`src/rtl/seg_sched_pkg.sv`:
```
// Shared types for the segment-frame scheduler: FSM state encoding,
// default frame width and the arbiter grant index type.
package seg_sched_pkg;

  localparam int FRAME_W_DEF = 64;

  typedef enum logic [1:0] {
    IDLE      = 2'd0,
    START     = 2'd1,
    WAIT_BUSY = 2'd2,
    WAIT_DONE = 2'd3
  } state_t;

  // Index of a producer port (0 = display, 1 = overlay).
  typedef logic grant_idx_t;

endpackage

```
`src/rtl/seg_rr_arb2.sv`:
```
// Two-way round-robin arbiter: one-hot grant from req, priority pointer
// moves to the losing side whenever a grant is consumed (advance).
module seg_rr_arb2
  import seg_sched_pkg::*;
(
  input  logic       clk,
  input  logic       rst_n,
  input  logic [1:0] req,
  input  logic       advance,
  output logic [1:0] grant
);

  grant_idx_t ptr;

  // NOTE: assign a default first in every combinational block so no path
  // leaves the output unassigned; otherwise synthesis infers a latch.
  always_comb begin
    grant = req;
    if (req == 2'b11) begin
      grant = (ptr == 1'b1) ? 2'b10 : 2'b01;
    end
  end

  // NOTE: sequential state uses non-blocking assignments so every register
  // samples pre-edge values regardless of statement or block order.
  always_ff @(posedge clk) begin
    if (!rst_n) begin
      ptr <= 1'b0;
    end else if (advance && (grant != 2'b00)) begin
      // Winner 0 hands priority to 1 and vice versa.
      ptr <= grant[0];
    end
  end

endmodule

```
`src/rtl/seg_frame_sched.sv`:
```
// Round-robin scheduler sharing one 64-bit segment serializer between two
// frame producers. Optional periodic re-send under macro SEG_REFRESH_EN.
module seg_frame_sched
  import seg_sched_pkg::*;
#(
  parameter int FRAME_W        = FRAME_W_DEF,
  parameter int TIMEOUT_CYCLES = 256,
  parameter int REFRESH_CYCLES = 1_000_000
) (
  input  logic               clk,
  input  logic               rst_n,
  input  logic               req0,
  input  logic [FRAME_W-1:0] data0,
  output logic               ack0,
  input  logic               req1,
  input  logic [FRAME_W-1:0] data1,
  output logic               ack1,
  output logic [FRAME_W-1:0] seg_data,
  output logic               seg_start,
  input  logic               seg_finish,
  output logic               busy,
  output logic               done,
  output logic               timeout_err
);

  localparam int TMO_W = $clog2(TIMEOUT_CYCLES + 1);
  localparam logic [TMO_W-1:0] TMO_LAST = TMO_W'(TIMEOUT_CYCLES - 1);

  if (TIMEOUT_CYCLES < FRAME_W + 4) begin : g_bad_timeout
    $error("TIMEOUT_CYCLES must cover a full frame shift");
  end
  if (REFRESH_CYCLES < 1) begin : g_bad_refresh
    $error("REFRESH_CYCLES must be at least 1");
  end

  state_t           state, state_nxt;
  logic [1:0]       grant;
  logic             grant_ok, refresh_fire, in_wait, tmo_hit;
  logic             ack0_nxt, ack1_nxt, seg_start_nxt, done_nxt, tmo_set;
  logic [TMO_W-1:0] tmo_cnt;

  assign in_wait  = (state == WAIT_BUSY) || (state == WAIT_DONE);
  assign tmo_hit  = in_wait && (tmo_cnt == TMO_LAST);
  assign grant_ok = (state == IDLE) && seg_finish && (req0 || req1);
  assign busy     = (state != IDLE);

  seg_rr_arb2 u_arb (
    .clk     (clk),
    .rst_n   (rst_n),
    .req     ({req1, req0}),
    .advance (grant_ok),
    .grant   (grant)
  );

`ifdef SEG_REFRESH_EN
  localparam int IDLE_W = $clog2(REFRESH_CYCLES + 1);
  localparam logic [IDLE_W-1:0] IDLE_LAST = IDLE_W'(REFRESH_CYCLES);

  logic [IDLE_W-1:0] idle_cnt;

  // Counts quiet idle cycles; saturates so a busy serializer defers the re-send.
  always_ff @(posedge clk) begin
    if (!rst_n) begin
      idle_cnt <= '0;
    end else if ((state != IDLE) || req0 || req1) begin
      idle_cnt <= '0;
    end else if (idle_cnt != IDLE_LAST) begin
      idle_cnt <= idle_cnt + IDLE_W'(1);
    end
  end

  assign refresh_fire = (state == IDLE) && !req0 && !req1 && seg_finish &&
                        (idle_cnt == IDLE_LAST);
`else
  assign refresh_fire = 1'b0;
`endif

  always_ff @(posedge clk) begin
    if (!rst_n) state <= IDLE;
    else        state <= state_nxt;
  end

  always_comb begin
    state_nxt = state;
    unique case (state)
      IDLE:      if (grant_ok || refresh_fire) state_nxt = START;
      START:     state_nxt = WAIT_BUSY;
      WAIT_BUSY: begin
        if (tmo_hit)          state_nxt = IDLE;
        else if (!seg_finish) state_nxt = WAIT_DONE;
      end
      WAIT_DONE: if (seg_finish || tmo_hit) state_nxt = IDLE;
      default:   state_nxt = IDLE;
    endcase
  end

  always_comb begin
    ack0_nxt      = grant_ok && grant[0];
    ack1_nxt      = grant_ok && grant[1];
    seg_start_nxt = (state == START);
    done_nxt      = (state == WAIT_DONE) && seg_finish;
    // Completion seen on the last allowed cycle still counts as success.
    tmo_set       = tmo_hit && !done_nxt;
  end

  // NOTE: seg_data is a single datapath register, not a memory; it is reset
  // because a defined all-zero frame must reach the serializer after reset.
  always_ff @(posedge clk) begin
    if (!rst_n) begin
      ack0        <= 1'b0;
      ack1        <= 1'b0;
      seg_start   <= 1'b0;
      done        <= 1'b0;
      timeout_err <= 1'b0;
      seg_data    <= '0;
      tmo_cnt     <= '0;
    end else begin
      ack0      <= ack0_nxt;
      ack1      <= ack1_nxt;
      seg_start <= seg_start_nxt;
      done      <= done_nxt;
      if (tmo_set) timeout_err <= 1'b1;
      if (grant_ok) seg_data <= grant[1] ? data1 : data0;
      if (state == START) tmo_cnt <= '0;
      else if (in_wait)   tmo_cnt <= tmo_cnt + TMO_W'(1);
    end
  end

endmodule

```
`config.mk`:
```
export PLATFORM = sky130hd
export DESIGN_NAME = seg_frame_sched
export DESIGN_NICKNAME = d
export VERILOG_FILES = /design/src/rtl/seg_sched_pkg.sv /design/src/rtl/seg_rr_arb2.sv /design/src/rtl/seg_frame_sched.sv
export SDC_FILE = /design/constraint.sdc
export NUM_CORES = 1
export LEC_CHECK = 0
export BUFFER_PORTS_ARGS = -buffer_cell sky130_fd_sc_hd__buf_2
export CAP_MARGIN = 20
export CORE_ASPECT_RATIO = 0.7
export CORE_MARGIN = 2
export CORE_UTILIZATION = 40
export DETAILED_ROUTE_END_ITERATION = 10
export PLACE_DENSITY = 0.72
export SYNTH_ARGS = -nofsm -noshare
export SYNTH_HDL_FRONTEND = slang
export SYNTH_SLANG_ARGS = --single-unit
```
`constraint.sdc`:
```
create_clock -name clk -period 4.4 [get_ports clk]
set_input_delay 0.44 -clock clk [delete_from_list [all_inputs] [get_ports clk]]
set_output_delay 0.44 -clock clk [all_outputs]
set_load 0.005 [all_outputs]
```
==> results of run 1 <==
cells by family (layout without fill, tap and decap cells):
logic type      Yosys count  count (layout)  share of synthesized area [%]
xor+xnor                  4               4                          0.850
flops                    81              81                           39.4
mux                       1               1                          0.243
compound gates          206             206                           46.6
buf+inv                  62             226                           7.71
fa+ha+maj                 2               2                          0.607
simple gates             37              37                           4.62
area by class of cell:
| cell class | instances | area, um^2 |
|---|---|---|
| well taps | 128 | 160 |
| clock buffers | 12 | 267 |
| repair buffers | 209 | 1110 |
| fillers | 870 | 4470 |
| clock inverters | 2 | 37.5 |
| flip-flops and latches | 81 | 1620 |
| inverters | 3 | 11.3 |
| multi-input cells | 250 | 2200 |
final timing paths:
kind              cells past startpoint                    start                        end
hold / removal                        3               seg_finish            done$_SDFF_PN0_
setup / recovery                      4    state[1]$_SDFFE_PN0P_                       busy
setup reg to reg                      5    state[1]$_SDFFE_PN0P_  seg_data[11]$_SDFFE_PN0P_
hold reg to reg                       2  tmo_cnt[6]$_SDFFE_PP0P_    tmo_cnt[6]$_SDFFE_PP0P_
report_power, final:
part	total [W]	switching, W	internal, W
clock	0.000762	0.000283	0.000479
sequential	0.000839	0.0000399	0.000799
combinational	0.000418	0.000210	0.000209
through the flow:
stage,hold WS [ns],util (%)
finish,0.407,54.8
global route,0.402,54.8
detailed placement,0.490,51.1
floorplan,0.458,-
CTS,0.392,54.2
global placement,0.471,51.1
critical path: cells and delay by family, from the launching register on:
kind,cells,cell delay (ns)
simple gates,1,0.08
buf+inv,3,0.92
flops,1,0.67
sequential cells by signal (all words and copies together) (netlist names):
register and flops:
seg_start 1, tmo_cnt 9, seg_data 64, state 2, u_arb.ptr 1, ack1 1
ack0 1, timeout_err 1, done 1
layout by cell type (no fill, tap or decap):
cell        instances
a311o_1            63
a31oi_1             1
clkbuf_16           9
mux2i_1             1
nand2_1             8
buf_4               6
xor2_1              3
o221a_2            19
nand2b_1            1
nor2_4              2
o311a_1             1
nand4_1             4
nor2b_1             1
buf_16              2
bufinv_16           1
clkinvlp_4          1
ha_1                2
and4_1              2
a211oi_1            1
o21ai_0             4
nor2_1             10
a21boi_0           66
dfxtp_1            81
o221a_1            44
a21oi_1             4
o21ai_1             1
xnor2_1             1
nand3_1             3
clkbuf_8            3
o21bai_1            1
nand2b_4            1
or3_1               3
or2_0               1
inv_1               2
and3_1              1
buf_2             201
o21ai_4             1
inv_2               1
metal layers:
| layer | track usage (%) | up-vias |
|---|---|---|
| met1 | 27.7 | 1967 |
| met5 | 0 | - |
| li1 | - | 1943 |
| met4 | 7.47 | 0 |
| met2 | 33.0 | 194 |
| met3 | 6.28 | 18 |
==> results by group, run 1 <==
Synth
  – Post-synth EDFFs: 0
  – Register bit total from synthesis: 81
  – Top-area cell type share of the netlist area: around 40%
  – Gate Count Post-Synth: ~400
  – Post-synthesis sequential area ratio: 39.4%
  – Ys Warns: 0
  – Syn nets: roughly 530
  – Synth top area cells: dfxtp_1 39%, a311o_1 15%, a21boi_0 12%
  – Ys async rst share: 0%
  – Syn_area_per_cell: 10.5 um^2
  – Area of the mapped netlist: 4120 um^2
  – Most common cell in the netlist: dfxtp_1
  – Prevailing post-synth register cell: dfxtp_1
  – Synth top cells by count: 81 x dfxtp_1, 66 x a21boi_0, 63 x a311o_1, 44 x o221a_1, 35 x clkbuf_1
  – Post-synth cell types: 35
  – Yosys top cell by area: dfxtp_1

Global routing
  – Pin count of the biggest net entering global routing: 131
  – All-Layer GR Usage: 20.9%
  – Gr ovfl total: 0
  – Vias in the first global route: 3,809
  – Initial antenna violation count: 0
  – First-pass GRT wire length: between 15,000 and 20,000 um

Clocking
  – Clk root buf: clkbuf_16
  – Clock Sink Count: slightly above 80
  – Htree depth: 3
  – Skew-Pair Late Insertion Delay: ~0.33 ns
  – TritonCTS Buffers: 9
  – Hold buffer count at cts: 0
  – Clock tree from TritonCTS: built
  – Post-CTS sizing: 0
  – Clk buf depth: 2
  – Setup Buffers After CTS: 0
  – Worst-path clk slew: 0.06 ns

Final layout
  – Final instance count without filler cells: 685
  – N_diodes: 0
  – Synthesis-to-finish area growth: 31.2%
  – Share of layout cells above drive strength 1: about 44%
  – Nets: 689
  – Final instance area: between 5000 and 6000 um^2

Routing
  – DR WL met2: 5460 um
  – WL met3: 972 um
  – DRC violations left: 0
  – Total routed wirelength: 12,000 um
  – WL met1: roughly 5300 um
  – Wirelength per Cell: about 17 um
  – Initial DRC Count: 193
  – Uppermost layer routed: met4
  – First drt pass iteration count: 4
  – Vias: a little over 4,000
  – Routed Antenna Nets: 0
  – Vias per inst: around 6

Flow run
  – Max cap viols: 0

Critical path
  – Slowest cell on crit path: dfxtp_1
  – Worst Path Required: between 3 and 4 ns
  – Crit-path max cell delay: 0.67 ns
  – WS Path Type: flip-flop to primary output
  – Crit start category: flip-flop
  – Critical path arrival: slightly above 2 ns
  – R2R Setup Slk: 2.23 ns
  – Cell Chain, Critical Path: nor2_4 > inv_2 > buf_4 > buf_2
  – CP Capture Type: primary output
  – Worst-path maximum fanout: 68

Placed design
  – Area post-placement: about 5000 um^2
  – Placed cells: 669
  – Gpl congestion: 0.842
  – PortBufs: 202
  – Setup slack after placement: approximately 2.2 ns
  – Hpwl dp: 7580 um

STA
  – RSZ-0062 raised after global routing: false
  – Final worst slack: 1.94 ns
  – Min cycle time layout: 2.46 ns
  – Fmax: 407 MHz
  – Relative slew slack: around half
  – Fin Setup TNS: 0 ns
  – Setup Viol. Count Final: 0
  – Final Hold Viols: 0
  – Slew Limit Fails: 0
  – Least-Margin Pin Slew: 0.734 ns
  – Final worst-path cycle share: 55.9%
  – Final setup skew: 0.00338 ns

Floorplan
  – Std-Cell Rows: 30
  – IO Pins: 203
  – Initial Util: 41.7%
  – Chip height: roughly 90 um
  – Core Footprint: between 9000 and 10,000 um^2
  – Die Footprint: 11,100 um^2
  – Die outline width: 125 um

Min path
  – Worst min-delay path class: primary input to flip-flop

Power and ir drop
  – Lkg Pwr: 2.31 nW
  – Worst IR Drop VDD: ~210 uV
  – Design Power: 0.00202 W
  – Power per Cell Area: between 300 and 400 nW/um^2

Outcome
  – Outcome: finished, final reports clean
No activity file was read; power rests on OpenSTA's default activity.
==> inputs of run 2 (changes only) <==
==> constraint.sdc (replaced) <==
create_clock -name clk -period 2.34 [get_ports clk]
set_input_delay 0.234 -clock clk [delete_from_list [all_inputs] [get_ports clk]]
set_output_delay 0.234 -clock clk [all_outputs]
set_load 0.005 [all_outputs]
==> run 2 against run 1 <==
Global-route usage is 0.25 points higher; routed wire length rose by 3.6%; die area unchanged; total power increased by 92%.
==> results by group, run 2 (synthesized netlist as in run 1, its figures left out) <==
Critical path
  – WS Path Type: flip-flop to primary output (unchanged)
  – Critical register-to-register path endpoint: seg_data[60]$_SDFFE_PN0P_ (was seg_data[11]$_SDFFE_PN0P_)
  – Worst-path maximum fanout: 33 (was 68)
  – Cell Chain, Critical Path: nor2_4 > inv_2 > buf_4 > buf_2 (unchanged)
  – CP Capture Type: primary output (unchanged)
  – Worst Path Required: 2.11 ns (was 3.96 ns)
  – Crit-path max cell delay: 0.68 ns (was 0.67 ns)
  – Slowest cell on crit path: dfxtp_1 (unchanged)
  – Reg2reg start: u_arb.ptr$_SDFFE_PN0P_ (was state[1]$_SDFFE_PN0P_)
  – Register-to-Register Path Depth: 4 (was 5)
  – Critical path arrival: 1.75 ns (was 2.02 ns)
  – Crit start category: flip-flop (unchanged)
  – R2R Setup Slk: 0.52 ns (was 2.23 ns)
  – Number of cells on the critical path: 4 (unchanged)
  – Top Family by Delay on Critical Path: flip-flops (was buffers and inverters)
  – WP buf/inv: 3 (unchanged)

Global routing
  – Pin count of the biggest net entering global routing: 74 (was 131)
  – Met3 usage: 6.94% (was 6.28%)
  – Vias in the first global route: 3,807 (was 3,809)
  – All-Layer GR Usage: 21.2% (was 20.9%)
  – Met1 Use GR: 27.5% (was 27.7%)
  – Initial antenna violation count: 0 (unchanged)
  – Met2 Usage GRT: 34.1% (was 33.0%)
  – Gr ovfl total: 0 (unchanged)
  – First-pass GRT wire length: 19,100 um (was 19,000 um)
  – Busiest grt layer: met2 (unchanged)

Routing
  – DRC violations left: 0 (unchanged)
  – First drt pass iteration count: 5 (was 4)
  – Vias: 4,150 (was 4,122)
  – Total routed wirelength: 12,400 um (was 12,000 um)
  – Vias per inst: 6.01 (was 6.02)
  – Wirelength per Cell: 18.0 um (was 17.5 um)
  – Routed Antenna Nets: 0 (unchanged)
  – Initial DRC Count: 220 (was 193)

Clocking
  – Setup Buffers After CTS: 0 (unchanged)
  – Htree depth: 3 (unchanged)
  – Clk buf depth: 2 (unchanged)
  – Clock Sink Count: 81 (unchanged)
  – Skew-Pair Late Insertion Delay: 0.33 ns (about the same)
  – Clk root buf: clkbuf_16 (unchanged)
  – Post-CTS sizing: 0 (unchanged)
  – TritonCTS Buffers: 9 (unchanged)
  – Hold buffer count at cts: 0 (unchanged)
  – Clock tree from TritonCTS: built (unchanged)
  – Worst-path clk slew: 0.06 ns (about the same)

Power and ir drop
  – Lkg Pwr: 2.33 nW (was 2.31 nW)
  – Combinational power share: 20.7% (about the same)
  – Worst IR Drop VDD: 378 uV (was 209 uV)
  – Design Power: 0.00387 W (was 0.00202 W)
  – Power per Cell Area: 711 nW/um^2 (was 374 nW/um^2)
  – Internal power: 0.00286 W (was 0.00149 W)
  – Switching power: 0.00101 W (was 0.000532 W)
  – Clock power frac: 38.6% (was 37.7%)
  – Seq pwr share: 40.7% (was 41.5%)
  – Switching part of the total: 26.1% (was 26.4%)

Floorplan
  – Initial Util: 41.7% (unchanged)
  – IO Pins: 203 (unchanged)
  – Core Footprint: 9870 um^2 (unchanged)
  – Die Footprint: 11,100 um^2 (unchanged)
  – Std-Cell Rows: 30 (unchanged)
  – Die outline width: 125 um (unchanged)
  – Chip height: 88.9 um (unchanged)

Min path
  – Hold depth: 3 (unchanged)
  – Worst min-delay path class: primary input to flip-flop (unchanged)
  – Hold path startpoint: seg_finish (unchanged)
  – End of the worst hold path: done$_SDFF_PN0_ (unchanged)

Flow run
  – Max cap viols: 0 (unchanged)

STA
  – Fmax: around 500 MHz
  – Least-Margin Pin Slew: 0.732 ns (was 0.734 ns)
  – Final setup skew: 0.00382 ns (was 0.00338 ns)
  – Final Hold Viols: 0 (unchanged)
  – Final worst-path cycle share: approximately 85%
  – Min cycle time layout: between 1.5 and 2 ns
  – RSZ-0062 raised after global routing: false (unchanged)
  – Slew Limit Fails: 0 (unchanged)
  – WHS: 0.210 ns (was 0.407 ns)
  – Relative slew slack: 51.2% (was 51.1%)
  – Fin Setup TNS: 0 ns (unchanged)
  – Setup Viol. Count Final: 0 (unchanged)

Final layout
  – Max reg flops: 64 (unchanged)
  – Synthesis-to-finish area growth: 32.1% (was 31.2%)
  – Most frequent cells in the layout: 201 x buf_2, 81 x dfxtp_1, 66 x a21boi_0, 63 x a311o_1, 44 x o221a_1 (unchanged)
  – Filler cells: 880 (was 870)
  – Top Registers: seg_data (64), tmo_cnt (9), state (2) (unchanged)
  – Most flop-heavy register: seg_data (unchanged)
  – Final instance area: 5440 um^2 (was 5410 um^2)
  – Commonest non-fill, non-tap cell in the layout: buf_2 (unchanged)
  – Share of layout cells above drive strength 1: 44.5% (was 44.3%)
  – N_diodes: 0 (unchanged)
  – Nets: 693 (was 689)

Placed design
  – Area post-placement: 5130 um^2 (was 5050 um^2)
  – Gpl congestion: 0.825 (was 0.842)
  – PortBufs: 202 (unchanged)
  – Hpwl dp: 8180 um (was 7580 um)

Outcome
  – Outcome: finished, final reports clean (unchanged)
==> run 2: changes by cell type in the layout (fill, tap and decap cells not counted), moves of 2 or more <==
cell and delta:
buf_12 +3, buf_16 -2, buf_4 +3, clkbuf_1 +2
clkbuf_8 -2
==> run 2: power groups by stage <==
stage	clock, W	combinational (W)	sequential [W]
final	0.00149	0.000800	0.00158
after CTS	0.00152	0.000804	0.00158
after detailed placement	0	0.000803	0.00160
after floorplan	0	0.000488	0.00160
after global placement	0	0.000782	0.00160
after global routing	0.00158	0.000873	0.00159
==> run 2: cell type report <==
class | instances | area, um^2 | share of cell area, %
Multi-Input combinational cell | 250 | 2200 | 40.5
Clock buffer | 12 | 246 | 4.53
Timing Repair Buffer | 213 | 1130 | 20.8
Clock inverter | 3 | 65.1 | 1.20
Sequential cell | 81 | 1620 | 29.8
Inverter | 3 | 11.3 | 0.207
Tap cell | 128 | 160 | 2.94
==> run 2: layer usage <==
layer,up-vias,wire length (um)
met3,13,1060
met4,0,171
met2,183,5730
li1,1946,-
met1,2008,5440
met5,-,0
==> run 2: worst max-delay path by stage <==
stage                          start                         to  slack, ns
2_1_floorplan  state[1]$_SDFFE_PN0P_   seg_data[0]$_SDFFE_PN0P_       0.94
5_1_grt        state[1]$_SDFFE_PN0P_                       busy       0.24
3_3_place_gp   state[1]$_SDFFE_PN0P_  seg_data[43]$_SDFFE_PN0P_       0.57
6_report       state[1]$_SDFFE_PN0P_                       busy       0.36
4_1_cts        state[1]$_SDFFE_PN0P_                       busy       0.34
3_5_place_dp   state[1]$_SDFFE_PN0P_  seg_data[60]$_SDFFE_PN0P_       0.52
==> run 2: worst min-delay path: stages <==
cell and delay, ns:
buf_2 0.14, nand2_1 0.08, nor2_1 0.04
==> run 2: per-stage QoR <==
step	instances	setup WS, ns	utilization [%]
2_1_floorplan	393	0.938	-
4_1_cts	690	0.338	55.1
6_report	690	0.358	55.1
3_5_place_dp	675	0.519	52.0
5_1_grt	690	0.242	55.1
3_3_place_gp	675	0.566	52.0
